**src/rtl/motor_cmd_sequencer.sv**
```systemverilog
// motor_cmd_sequencer: turns direction/speed into Drive Direct frames sent over an 8N1 UART
module motor_cmd_sequencer #(
  parameter int CLKS_PER_BIT   = 434,
  parameter int SPEED_W        = 3,
  parameter int VEL_STEP       = 50,
  parameter int MAX_VEL        = 500,
  parameter int REFRESH_CYCLES = 5_000_000
) (
  input  logic               clk,
  input  logic               rst,
  input  logic [2:0]         direction,
  input  logic [SPEED_W-1:0] speed,
  output logic               uart_out,
  output logic               busy,
  output logic               frame_done,
  output logic [2:0]         active_dir
);
  localparam int CW = $clog2(CLKS_PER_BIT + 1);
  localparam int PW = SPEED_W + 32;
  typedef enum logic [1:0] {IDLE, START, DATA, STOP} state_t;
  state_t state, state_nx;
  logic [CW-1:0] clk_cnt;
  logic [2:0] bit_idx, byte_idx, snap_dir;
  logic [SPEED_W-1:0] snap_spd;
  logic init_pend, tick, trig, last_byte;
  logic [31:0] refresh_cnt;
  logic [PW-1:0] prod;
  logic [15:0] vel, r_vel, l_vel;
  logic [7:0] cur_byte;
  assign tick = clk_cnt == CW'(CLKS_PER_BIT - 1);
  assign last_byte = byte_idx == 3'd6;
  assign trig = init_pend || {direction, speed} != {snap_dir, snap_spd} ||
                (REFRESH_CYCLES != 0 && refresh_cnt >= 32'(REFRESH_CYCLES));
  assign prod = {32'd0, snap_spd} * PW'(VEL_STEP);
  assign vel = prod > PW'(MAX_VEL) ? 16'(MAX_VEL) : prod[15:0];
  // Frame content derives from the snapshot, which is frozen for the whole frame
  always_comb begin
    r_vel = (snap_dir == 3'b001 || snap_dir == 3'b010) ? vel :
            (snap_dir == 3'b011 || snap_dir == 3'b100) ? -vel : 16'd0;
    l_vel = (snap_dir == 3'b001 || snap_dir == 3'b100) ? vel :
            (snap_dir == 3'b011 || snap_dir == 3'b010) ? -vel : 16'd0;
    case (byte_idx)
      3'd0:    cur_byte = 8'h80;
      3'd1:    cur_byte = 8'h83;
      3'd2:    cur_byte = 8'h91;
      3'd3:    cur_byte = r_vel[15:8];
      3'd4:    cur_byte = r_vel[7:0];
      3'd5:    cur_byte = l_vel[15:8];
      default: cur_byte = l_vel[7:0];
    endcase
  end
  always_ff @(posedge clk)
    if (rst) state <= IDLE;
    else state <= state_nx;
  always_comb begin
    case (state)
      IDLE:    state_nx = trig ? START : IDLE;
      START:   state_nx = tick ? DATA : START;
      DATA:    state_nx = (tick && bit_idx == 3'd7) ? STOP : DATA;
      default: state_nx = tick ? (last_byte ? IDLE : START) : STOP;
    endcase
  end
  always_comb begin
    uart_out = state == START ? 1'b0 : state == DATA ? cur_byte[bit_idx] : 1'b1;
    busy = state != IDLE;
  end
  // Refresh count restarts at 1 on a frame start so the resend period is start-to-start
  always_ff @(posedge clk)
    if (rst) begin
      clk_cnt <= '0;
      bit_idx <= '0;
      byte_idx <= '0;
      snap_dir <= '0;
      snap_spd <= '0;
      init_pend <= 1'b1;
      refresh_cnt <= '0;
      frame_done <= 1'b0;
      active_dir <= '0;
    end else begin
      frame_done <= state == STOP && tick && last_byte;
      clk_cnt <= (state == IDLE || tick) ? '0 : clk_cnt + CW'(1);
      refresh_cnt <= (state == IDLE && trig) ? 32'd1 : &refresh_cnt ? refresh_cnt : refresh_cnt + 32'd1;
      if (state == IDLE && trig) begin
        snap_dir <= direction;
        snap_spd <= speed;
        active_dir <= direction;
        init_pend <= 1'b0;
        byte_idx <= init_pend ? 3'd0 : 3'd2;
      end
      if (state == DATA && tick) bit_idx <= bit_idx + 3'd1;
      if (state == STOP && tick) byte_idx <= byte_idx + 3'd1;
    end
endmodule

```
**config.mk**
```make
export PLATFORM = sky130hd
export DESIGN_NAME = motor_cmd_sequencer
export DESIGN_NICKNAME = d
export VERILOG_FILES = /design/src/rtl/motor_cmd_sequencer.sv
export SDC_FILE = /design/constraint.sdc
export NUM_CORES = 1
export LEC_CHECK = 0
export CORE_MARGIN = 5
export CORE_UTILIZATION = 45
export DETAILED_ROUTE_END_ITERATION = 16
export HOLD_SLACK_MARGIN = 0.15
export PLACE_DENSITY_LB_ADDON = 0.2
export SLEW_MARGIN = 20
export SYNTH_ARGS = -nofsm -noshare
export SYNTH_HDL_FRONTEND = slang
export SYNTH_SLANG_ARGS = --single-unit
export TNS_END_PERCENT = 50
```
**constraint.sdc**
```tcl
create_clock -name clk -period 12.38 [get_ports clk]
set_input_delay 2.476 -clock clk [delete_from_list [all_inputs] [get_ports clk]]
set_output_delay 2.476 -clock clk [all_outputs]
set_load 0.02 [all_outputs]
```
# Word level (Yosys, flattened, before mapping)
# Cells that the tools add are included.
# classes
addsub	5
reduce_logical	19
muxes	21
n_mul	1
n_eq_ne	17
magnitude_cmp	3
# op_table
op	count
two-way mux 16 bit	4
one-hot mux 8 bit (6 select lines)	1
adder 32 x 1 -> 32 bit (second input constant)	1
>= comparator 32 x 23 -> 1 bit (second input constant)	1
AND reduction 32 bit	1
negator 9 -> 16 bit	1
== test 3 bit (second input constant)	5
== test 3 x 2 -> 1 bit (second input constant)	4
adder 9 x 1 -> 9 bit (second input constant)	1
== test 9 bit (second input constant)	1
greater-than comparator 9 bit (second input constant)	1
two-way mux 9 bit	1
multiplier 3 x 5 -> 8 bit (second input constant)	1
two-way mux 1 bit	8
logical OR 1 bit	7
adder 3 x 1 -> 3 bit (second input constant)	2
== test 3 x 1 -> 1 bit (second input constant)	2
two-way mux 2 bit	3
two-way mux 3 bit	2
inequality test 6 bit	1
one-hot mux 2 bit (3 select lines)	1
logical AND 1 bit	5
== test 2 bit (second input constant)	2
less-than comparator 3 x 4 -> 1 bit (second input constant)	1
7 further kinds	9
# word_totals
register_bits	57
output_inout_bits	6
elab_cells	76

# Depth between registers and ports, before layout
# Gate-level depths: netlist of run 1.
# depth
depth_word	11
ltp_mapped	14
mapped_depth_nobuf	13

# Worst setup path after synthesis of run 1
# Ideal clock, no wire load.
# synth_path
kind	reg2out
start	register snap_spd[2]
end	output uart_out
required_time_ns	9.904
path_stages_with_launch	14
path_buffers	0
arrival_time_ns	3.499
slack_ns	6.405
path_cell_list	dfxtp_1 > inv_1 > ha_1 > ha_1 > nand4b_1 > a211oi_1 > nand2b_1 > ha_1 > or3b_2 > nor2_1 > a221oi_1 > a221oi_1 > o21ai_0 > a32oi_1
# synth_between
elab_chain_len	11
word_cells_on_any_way	13
# synth_lines
item	line_no	rtl
from (decl)	24	logic [SPEED_W-1:0] snap_spd;
from (signal assigned)	85	snap_spd <= speed;
multiplier 3 x 5 -> 8 bit *	34	assign prod = {32'd0, snap_spd} * PW'(VEL_STEP);
greater-than comparator 9 bit	35	assign vel = prod > PW'(MAX_VEL) ? 16'(MAX_VEL) : prod[15:0];
two-way mux 9 bit *	35	
negator 9 -> 16 bit	39, 41	
two-way mux 16 bit, on equally long branches	41, 39	
two-way mux 16 bit, on equally long branches	40, 38	
one-hot mux 8 bit (6 select lines) *	42	case (byte_idx)
binary-select mux 1 bit (select 3 bit) *	64	uart_out = state == START ? 1'b0 : state == DATA ? cur_byte[bit_idx] : 1'b1;
two-way mux 1 bit (implied by the code) *	64	
two-way mux 1 bit * (2 in series)	64	
to (decl)	13	output logic uart_out,
# Every way passes the cells marked *; elsewhere a longest branch is shown, timed or not. The select of a mux whose other input is x is not followed.

# Final worst setup path of run 1
# Ends and elaborated chain as after synthesis.

==> results of run 1 <==
critical path, cell delays in order, from the launching register on:
cell	delay [ns]
dfxtp_1	0.51
inv_1	0.19
ha_1	0.32
ha_1	0.21
xnor2_1	0.80
o31a_1	0.29
ha_1	0.27
or3b_2	0.48
nor2_1	0.11
a221oi_1	0.08
a221oi_1	0.33
o21ai_0	0.11
a32oi_1	0.20
clkdlybuf4s50_1	0.62
synth_stat cells (all sizes together) (4+ instances only):
master  instances
and4            4
nand2          38
clkbuf         19
buf             7
nand2b          5
a221oi          4
mux2i           5
a21oi          24
or4             4
a211oi          7
nor2           31
nand3          23
inv            22
ha             20
xor2            4
nor4            9
xnor2          41
nor3           48
o211ai          4
or3             6
o31ai           6
dfxtp          57
and3            5
nand4          14
o21ai          13
flip-flops by register name, indices dropped and copies added, names as in the netlist:
name,count
snap_dir,3
snap_spd,3
refresh_cnt,32
init_pend,1
byte_idx,3
state,2
clk_cnt,9
bit_idx,3
frame_done,1
placed cells by master (no fill, tap or decap), types with 5 or more instances in the layout:
| cell type | instances |
|---|---|
| dfxtp_1 | 57 |
| nor2_1 | 31 |
| mux2i_1 | 5 |
| xnor2_1 | 41 |
| inv_1 | 22 |
| nor3_1 | 46 |
| ha_1 | 20 |
| o21ai_0 | 13 |
| a211oi_1 | 7 |
| or3_1 | 5 |
| nand3_1 | 22 |
| nand2b_1 | 5 |
| nand2_1 | 38 |
| o31ai_1 | 6 |
| clkbuf_8 | 10 |
| nor4_1 | 7 |
| a21oi_1 | 24 |
| nand4_1 | 13 |
| clkdlybuf4s50_1 | 12 |
cell families (layout without fill, tap and decap cells):
family                   after synthesis  in the layout
flip-flops                            57             57
buffers and inverters                 48             52
AND/OR/NAND/NOR                      211            211
XOR/XNOR                              45             45
AO/OA/AOI/OAI                         92             92
multiplexers                           5              5
adder cells (fa/ha/maj)               20             20
through the flow:
step           worst slack (ns)  utilization (%)
6_report                  5.029            50.27
5_1_grt                   4.633            50.27
4_1_cts                   5.043            50.27
3_5_place_dp              5.438            48.30
3_3_place_gp              5.573            48.30
2_1_floorplan             6.405                -
layout make-up:
type                            instances  area [sq um]  share of cell area (%)
Clock buffer                           12         145.1                   3.496
Sequential cell                        57          1141                   27.49
Multi-Input combinational cell        373          2494                   60.07
Inverter                               22         82.58                   1.989
Clock inverter                          3         17.52                  0.4219
Timing Repair Buffer                   15         140.1                   3.376
Tap cell                              105         131.4                   3.165
path summary, 6_finish.rpt:
path | startpoint | slack [ns] | depth (start not counted) | to
setup / recovery | snap_spd[2] | 5.03 | 13 | uart_out
hold / removal | clk_cnt[0] | 0.48 | 1 | clk_cnt[0]
setup reg to reg | refresh_cnt[3] | 9.66 | 6 | refresh_cnt[11]
hold reg to reg | clk_cnt[0] | 0.48 | 1 | clk_cnt[0]
layer usage:
metal | vias up | wire (um)
met5 | - | 0
met1 | 1614 | 4381
met4 | 0 | 128
li1 | 1748 | -
met2 | 93 | 4049
met3 | 11 | 537
report_power, final:
part | internal, uW | leakage (uW) | switching [uW]
sequential | 186 | 0.000462 | 7.10
combinational | 23.6 | 0.000762 | 36.0
clock | 76.3 | 0.0000822 | 73.7
==> metrics.log, run 1 <==
INFO  metric outcome = completed
INFO  metric synth_seq_cells = 57
INFO  metric totalNegativeSetupSlack = 0 ns
INFO  metric critPathRequiredTime = 9.90 ns
INFO  metric cts_root_buf = clkbuf_8
INFO  metric grt_most_used_layer = met2
INFO  metric synthDistinctLibCells = 69
INFO  metric clock_tree_from_tritoncts = yes
INFO  metric worst-endpoint-arrival = 4.88 ns
INFO  metric grt_use_met1 = 26.05%
INFO  metric final.min_clock_period = 7.351 ns
INFO  metric std_cell_rows = 33
INFO  metric synth-simple-area-share = 30.41%
INFO  metric routed_wirelength = 9097 um
INFO  metric leakage = 0.001306 uW
INFO  metric finish.instance_area = 4151 sq um
INFO  metric hp-class = reg2reg
INFO  metric muxShareOfSynthArea = 1.307%
INFO  metric antenna-diode-count = 0
INFO  metric critPathKind = reg2out
INFO  metric slew_headroom = 32.69%
INFO  metric power.density = 97.12 nW/um^2
INFO  metric hold_slack = 0.4827 ns
INFO  metric vias = 3466
INFO  metric floorplan.die.height = 102.3 um
INFO  metric fin_nets = 506
INFO  metric synth_top_area_share = 29.79%
INFO  metric synthesis.area = 3830 sq um
INFO  metric synth_top_flop_cell = dfxtp_1
INFO  metric synth_top_cell_by_area = dfxtp_1
INFO  metric drive_gt1_share = 7.884%
INFO  metric detailed_placement_wirelength_estimate = 6502 um
INFO  metric path_max_fanout = 13
INFO  metric placedInstanceArea = 3989 sq um
INFO  metric grt_first_pass_wirelength = 15450 um
INFO  metric total_power = 403.2 uW
INFO  metric buffer_ports.inserted = 13
INFO  metric htree_levels = 3
INFO  metric worst_ir_drop_vdd = 0.00006250 V
INFO  metric die_area = 10460 sq um
INFO  metric globalRouteTotalUtil = 18.39%
INFO  metric cts_inserted_buffers = 9
INFO  metric post_cts_buffers = 0
INFO  metric netlist_instances = 478
INFO  metric globalRoute.totalOverflow = 0
INFO  metric core-area = 8258 sq um
INFO  metric die_width = 102.3 um
INFO  metric grt.met3_usage = 4.437%
INFO  metric number_of_enable_flip_flop_cells_after_synthesis = 0
INFO  metric placed_cells = 572
INFO  metric seq_area_frac_synth = 29.79%
INFO  metric wl_per_cell = 15.50 um
INFO  metric drt-vias-per-instance = 5.905
INFO  metric syn_to_final_growth = 8.396%
INFO  metric synth_warnings = 0
INFO  metric clk_buf_depth = 2
INFO  metric syn_nets = 506
INFO  metric drc = 0
INFO  metric drc_violation_total_after_the_first_tritonroute_iteration = 192
INFO  metric cts.hold.buffers_added = 0
INFO  metric drv.max_cap_violation_count = 0
INFO  metric antenna_violations_before_repair = 0
INFO  metric final_cell_count_no_fill = 587
INFO  metric period_share = 59.38%
INFO  metric worst_setup_hold_path_clk_slew = 0.06 ns
INFO  metric async_reset_ff_share = 0%
INFO  metric pin_count_of_the_biggest_net_entering_global_routing = 49
INFO  metric num_io_pins = 14
INFO  metric area_share_of_fa_ha_maj_cells_after_synthesis = 6.534%
INFO  metric clock.fmax = 0.1360 GHz
INFO  metric finalHoldViolations = 0
INFO  metric share_of_the_synthesized_area_in_compound_gates_ao_oa_aoi_oai = 16.56%
INFO  metric number_of_max_slew_violations_in_the_final_report = 0
INFO  metric first_global_vias = 3186
INFO  metric main_combinational_cell_family_by_area_after_synthesis = simple AND/OR/NAND/NOR gates
INFO  metric setup_violations = 0
INFO  metric end_kind = output port
INFO  metric drt_pre_antenna_iters = 5
INFO  metric critPathLaunchType = register
INFO  metric initial_core_util = 46.38%
INFO  metric cts_num_sinks = 57
INFO  metric clk_latency = 0.34 ns
INFO  metric remaining_number_of_nets_flagged_by_the_antenna_check_after_routing = 0
INFO  metric num-fill-cells = 827
INFO  metric final.setup_skew = 0.01081 ns
INFO  metric synthXorXnorAreaFrac = 10.29%
INFO  metric postSynthAreaPerCell = 8.012 sq um
INFO  metric post_cts_resized = 0
INFO  metric rsz0062_at_grt = no
INFO  metric worst_slew_pin_slew = 1.002 ns
INFO  metric gr-usage-met2 = 27.44%
INFO  metric place.gp.congestion = 0.8858
INFO  metric synth.area.top_cells = dfxtp_1, xnor2_1, ha_1
No activity file was read; power rests on OpenSTA's default activity.
==> run 2: changes to the inputs <==
==> constraint.sdc (replaced) <==
create_clock -name clk -period 7.4 [get_ports clk]
set_input_delay 1.48 -clock clk [delete_from_list [all_inputs] [get_ports clk]]
set_output_delay 1.48 -clock clk [all_outputs]
set_load 0.02 [all_outputs]
==> metrics.log, run 2 (synthesis gave the netlist of run 1 again) <==
INFO  metric rsz0062_at_grt = no
INFO  metric period_share = 85.53%
INFO  metric remaining_number_of_nets_flagged_by_the_antenna_check_after_routing = 0 (unchanged)
INFO  metric total_power = 758.8 uW (+88%)
INFO  metric fin_nets = 506 (unchanged)
INFO  metric drc = 0 (unchanged)
INFO  metric vias = 3488 (+0.63%)
INFO  metric worst_slew_pin_slew = 0.9831 ns (-0.01937 ns)
INFO  metric worst_setup_hold_path_clk_slew = 0.07 ns (about the same)
INFO  metric grt_first_pass_wirelength = 15410 um (-0.23%)
INFO  metric largest_register_ffs = 32 (unchanged)
INFO  metric totalNegativeSetupSlack = 0 ns (unchanged)
INFO  metric critPathKind = reg2out
INFO  metric post_cts_buffers = 0 (unchanged)
INFO  metric top_regs = refresh_cnt x32, clk_cnt x9
INFO  metric multi_input_area = 2494 sq um (unchanged)
INFO  metric drt-vias-per-instance = 5.932 (+0.46%)
INFO  metric num_io_pins = 14 (unchanged)
INFO  metric registers.top_by_ff_count = refresh_cnt
INFO  metric floorplan.die.height = 102.3 um (unchanged)
INFO  metric path_max_fanout = 13 (unchanged)
INFO  metric worst-r2r-setup-slack = 4.79 ns (-4.87 ns)
INFO  metric seqCellArea = 1141 sq um (unchanged)
INFO  metric globalRoute.totalOverflow = 0 (unchanged)
INFO  metric most-common-layout-cells = dfxtp_1, nor3_1, xnor2_1
INFO  metric die_area = 10460 sq um (unchanged)
INFO  metric clk_latency = 0.33 ns (about the same)
INFO  metric drt_pre_antenna_iters = 5 (unchanged)
INFO  metric worst_ir_drop_vdd = 0.0001422 V (+130%)
INFO  metric slew_headroom = 33.99% (+1.3 points)
INFO  metric core-area = 8258 sq um (unchanged)
INFO  metric drv.max_cap_violation_count = 0 (unchanged)
INFO  metric reg2reg_to = refresh_cnt[11]
INFO  metric globalRouteTotalUtil = 18.21% (-0.18 points)
INFO  metric syn_to_final_growth = 10.16%
INFO  metric routed_wirelength = 8980 um (-1.3%)
INFO  metric num-fill-cells = 805 (-2.7%)
INFO  metric hold_path_depth = 1 (unchanged)
INFO  metric mostFrequentLayoutCell = dfxtp_1
INFO  metric clock_tree_from_tritoncts = yes
INFO  metric place.gp.congestion = 0.8865 (about the same)
INFO  metric worst-endpoint-arrival = 4.85 ns (-0.03 ns)
INFO  metric drc_violation_total_after_the_first_tritonroute_iteration = 157 (-18%)
INFO  metric reg2reg_from = refresh_cnt[3]
INFO  metric cts_num_sinks = 57 (unchanged)
INFO  metric buffer_ports.inserted = 13 (unchanged)
INFO  metric initial_core_util = 46.38% (unchanged)
INFO  metric clock.fmax = 0.1580 GHz
INFO  metric wl_per_cell = 15.27 um (-1.5%)
INFO  metric final.min_clock_period = 6.329 ns
INFO  metric clk_buf_depth = 2 (unchanged)
INFO  metric hold_path_startpoint = clk_cnt[0]
INFO  metric setup_violations = 0 (unchanged)
INFO  metric antenna_violations_before_repair = 0 (unchanged)
INFO  metric die_width = 102.3 um (unchanged)
INFO  metric detailed_placement_wirelength_estimate = 6485 um (-0.25%)
INFO  metric outcome = completed
INFO  metric antenna-diode-count = 0 (unchanged)
INFO  metric end_kind = output port
INFO  metric std_cell_rows = 33 (unchanged)
INFO  metric timing.critical_path.from = snap_spd[2]
INFO  metric cts.hold.buffers_added = 0 (unchanged)
INFO  metric drive_gt1_share = 8.282% (+0.40 points)
INFO  metric critPathLaunchType = register
INFO  metric pin_count_of_the_biggest_net_entering_global_routing = 49 (unchanged)
INFO  metric first_global_vias = 3183 (-0.094%)
INFO  metric reg2reg_depth = 6 (unchanged)
INFO  metric finalHoldViolations = 0 (unchanged)
INFO  metric critPathRequiredTime = 5.92 ns (-3.98 ns)
INFO  metric hp-class = reg2reg
INFO  metric cts_inserted_buffers = 9 (unchanged)
INFO  metric power.density = 179.8 nW/um^2 (+85%)
INFO  metric final.setup_skew = 0.01191 ns (+0.001096 ns)
INFO  metric cts_root_buf = clkbuf_8
INFO  metric htree_levels = 3 (unchanged)
INFO  metric leakage = 0.001333 uW (+2.0%)
INFO  metric timing.hold.worst_endpoint = clk_cnt[0]
INFO  metric post_cts_resized = 0 (unchanged)
INFO  metric number_of_max_slew_violations_in_the_final_report = 0 (unchanged)
-- run 2: worst max path at each step --
stage / to / slack [ns] / cells after the start
2_1_floorplan: uart_out / 2.42 / 13
3_3_place_gp: uart_out / 1.58 / 13
3_5_place_dp: uart_out / 1.47 / 13
4_1_cts: uart_out / 1.07 / 13
5_1_grt: uart_out / 0.73 / 14
6_report: uart_out / 1.07 / 14
-- run 2: report_power, final --
group          switching, uW  total [uW]  internal, uW
sequential              11.8         324           312
clock                    127         335           208
combinational           60.3        99.8          39.5
total                    199         759           560
-- run 2: layer usage --
layer  global-route usage, %  vias to the layer above  part of all wire, %
li1                        -                     1751                    -
met1                   25.90                     1648                   49
met2                   27.54                       79                   45
met3                   3.208                       10                  4.5
met4                   6.761                        0                  1.3
met5                       0                        -                    0
-- run 2: cell type report --
type | instances | share of cell area, %
Clock inverter | 4 | 1.779
Clock buffer | 12 | 3.677
Tap cell | 105 | 3.114
Multi-Input combinational cell | 373 | 59.10
Timing Repair Buffer | 15 | 3.321
Inverter | 22 | 1.957
Sequential cell | 57 | 27.05
-- run 2: stage by stage --
stage / worst slack [ns] / instance area, sq um / hold WS [ns] / utilization [%] / cells
finish: 1.071 / 4219 / 0.4740 / 51.09 / 588
global route: 0.7327 / 4219 / 0.5142 / 51.09 / 588
CTS: 1.067 / 4219 / 0.4815 / 51.09 / 588
detailed placement: 1.474 / 3989 / 0.4659 / 48.30 / 572
global placement: 1.582 / 3989 / 0.4595 / 48.30 / 572
floorplan: 2.421 / 3830 / 0.4410 / - / 478
-- run 2: worst max-delay path: stages (launching register included) --
cell	delay (ns)
dfxtp_1	0.51
inv_1	0.21
ha_1	0.32
ha_1	0.21
xnor2_1	0.79
a211oi_1	0.19
nand2b_1	0.24
ha_1	0.30
nor3b_1	0.18
a211oi_1	0.25
a221oi_1	0.07
a221oi_1	0.30
o21ai_0	0.11
a32oi_1	0.20
clkdlybuf4s50_1	0.63
==> run 3: changes to the inputs <==
==> constraint.sdc (replaced) <==
create_clock -name clk -period 7.5 [get_ports clk]
set_input_delay 1.5 -clock clk [delete_from_list [all_inputs] [get_ports clk]]
set_output_delay 1.5 -clock clk [all_outputs]
set_load 0.02 [all_outputs]
==> results of run 3 <==
Same layout as run 2 (identical final DEF). Status: completed.
Among the figures that moved: final weighted congestion in routability-driven placement 0.8865 -> 0.8866; setup slack after placement 1.474 ns -> 1.554 ns; setup slack after layout 1.071 ns -> 1.151 ns; register-to-register setup slack 4.79 ns -> 4.89 ns; total power 758.8 uW -> 748.6 uW; worst IR drop on VDD 0.0001422 V -> 0.0001403 V
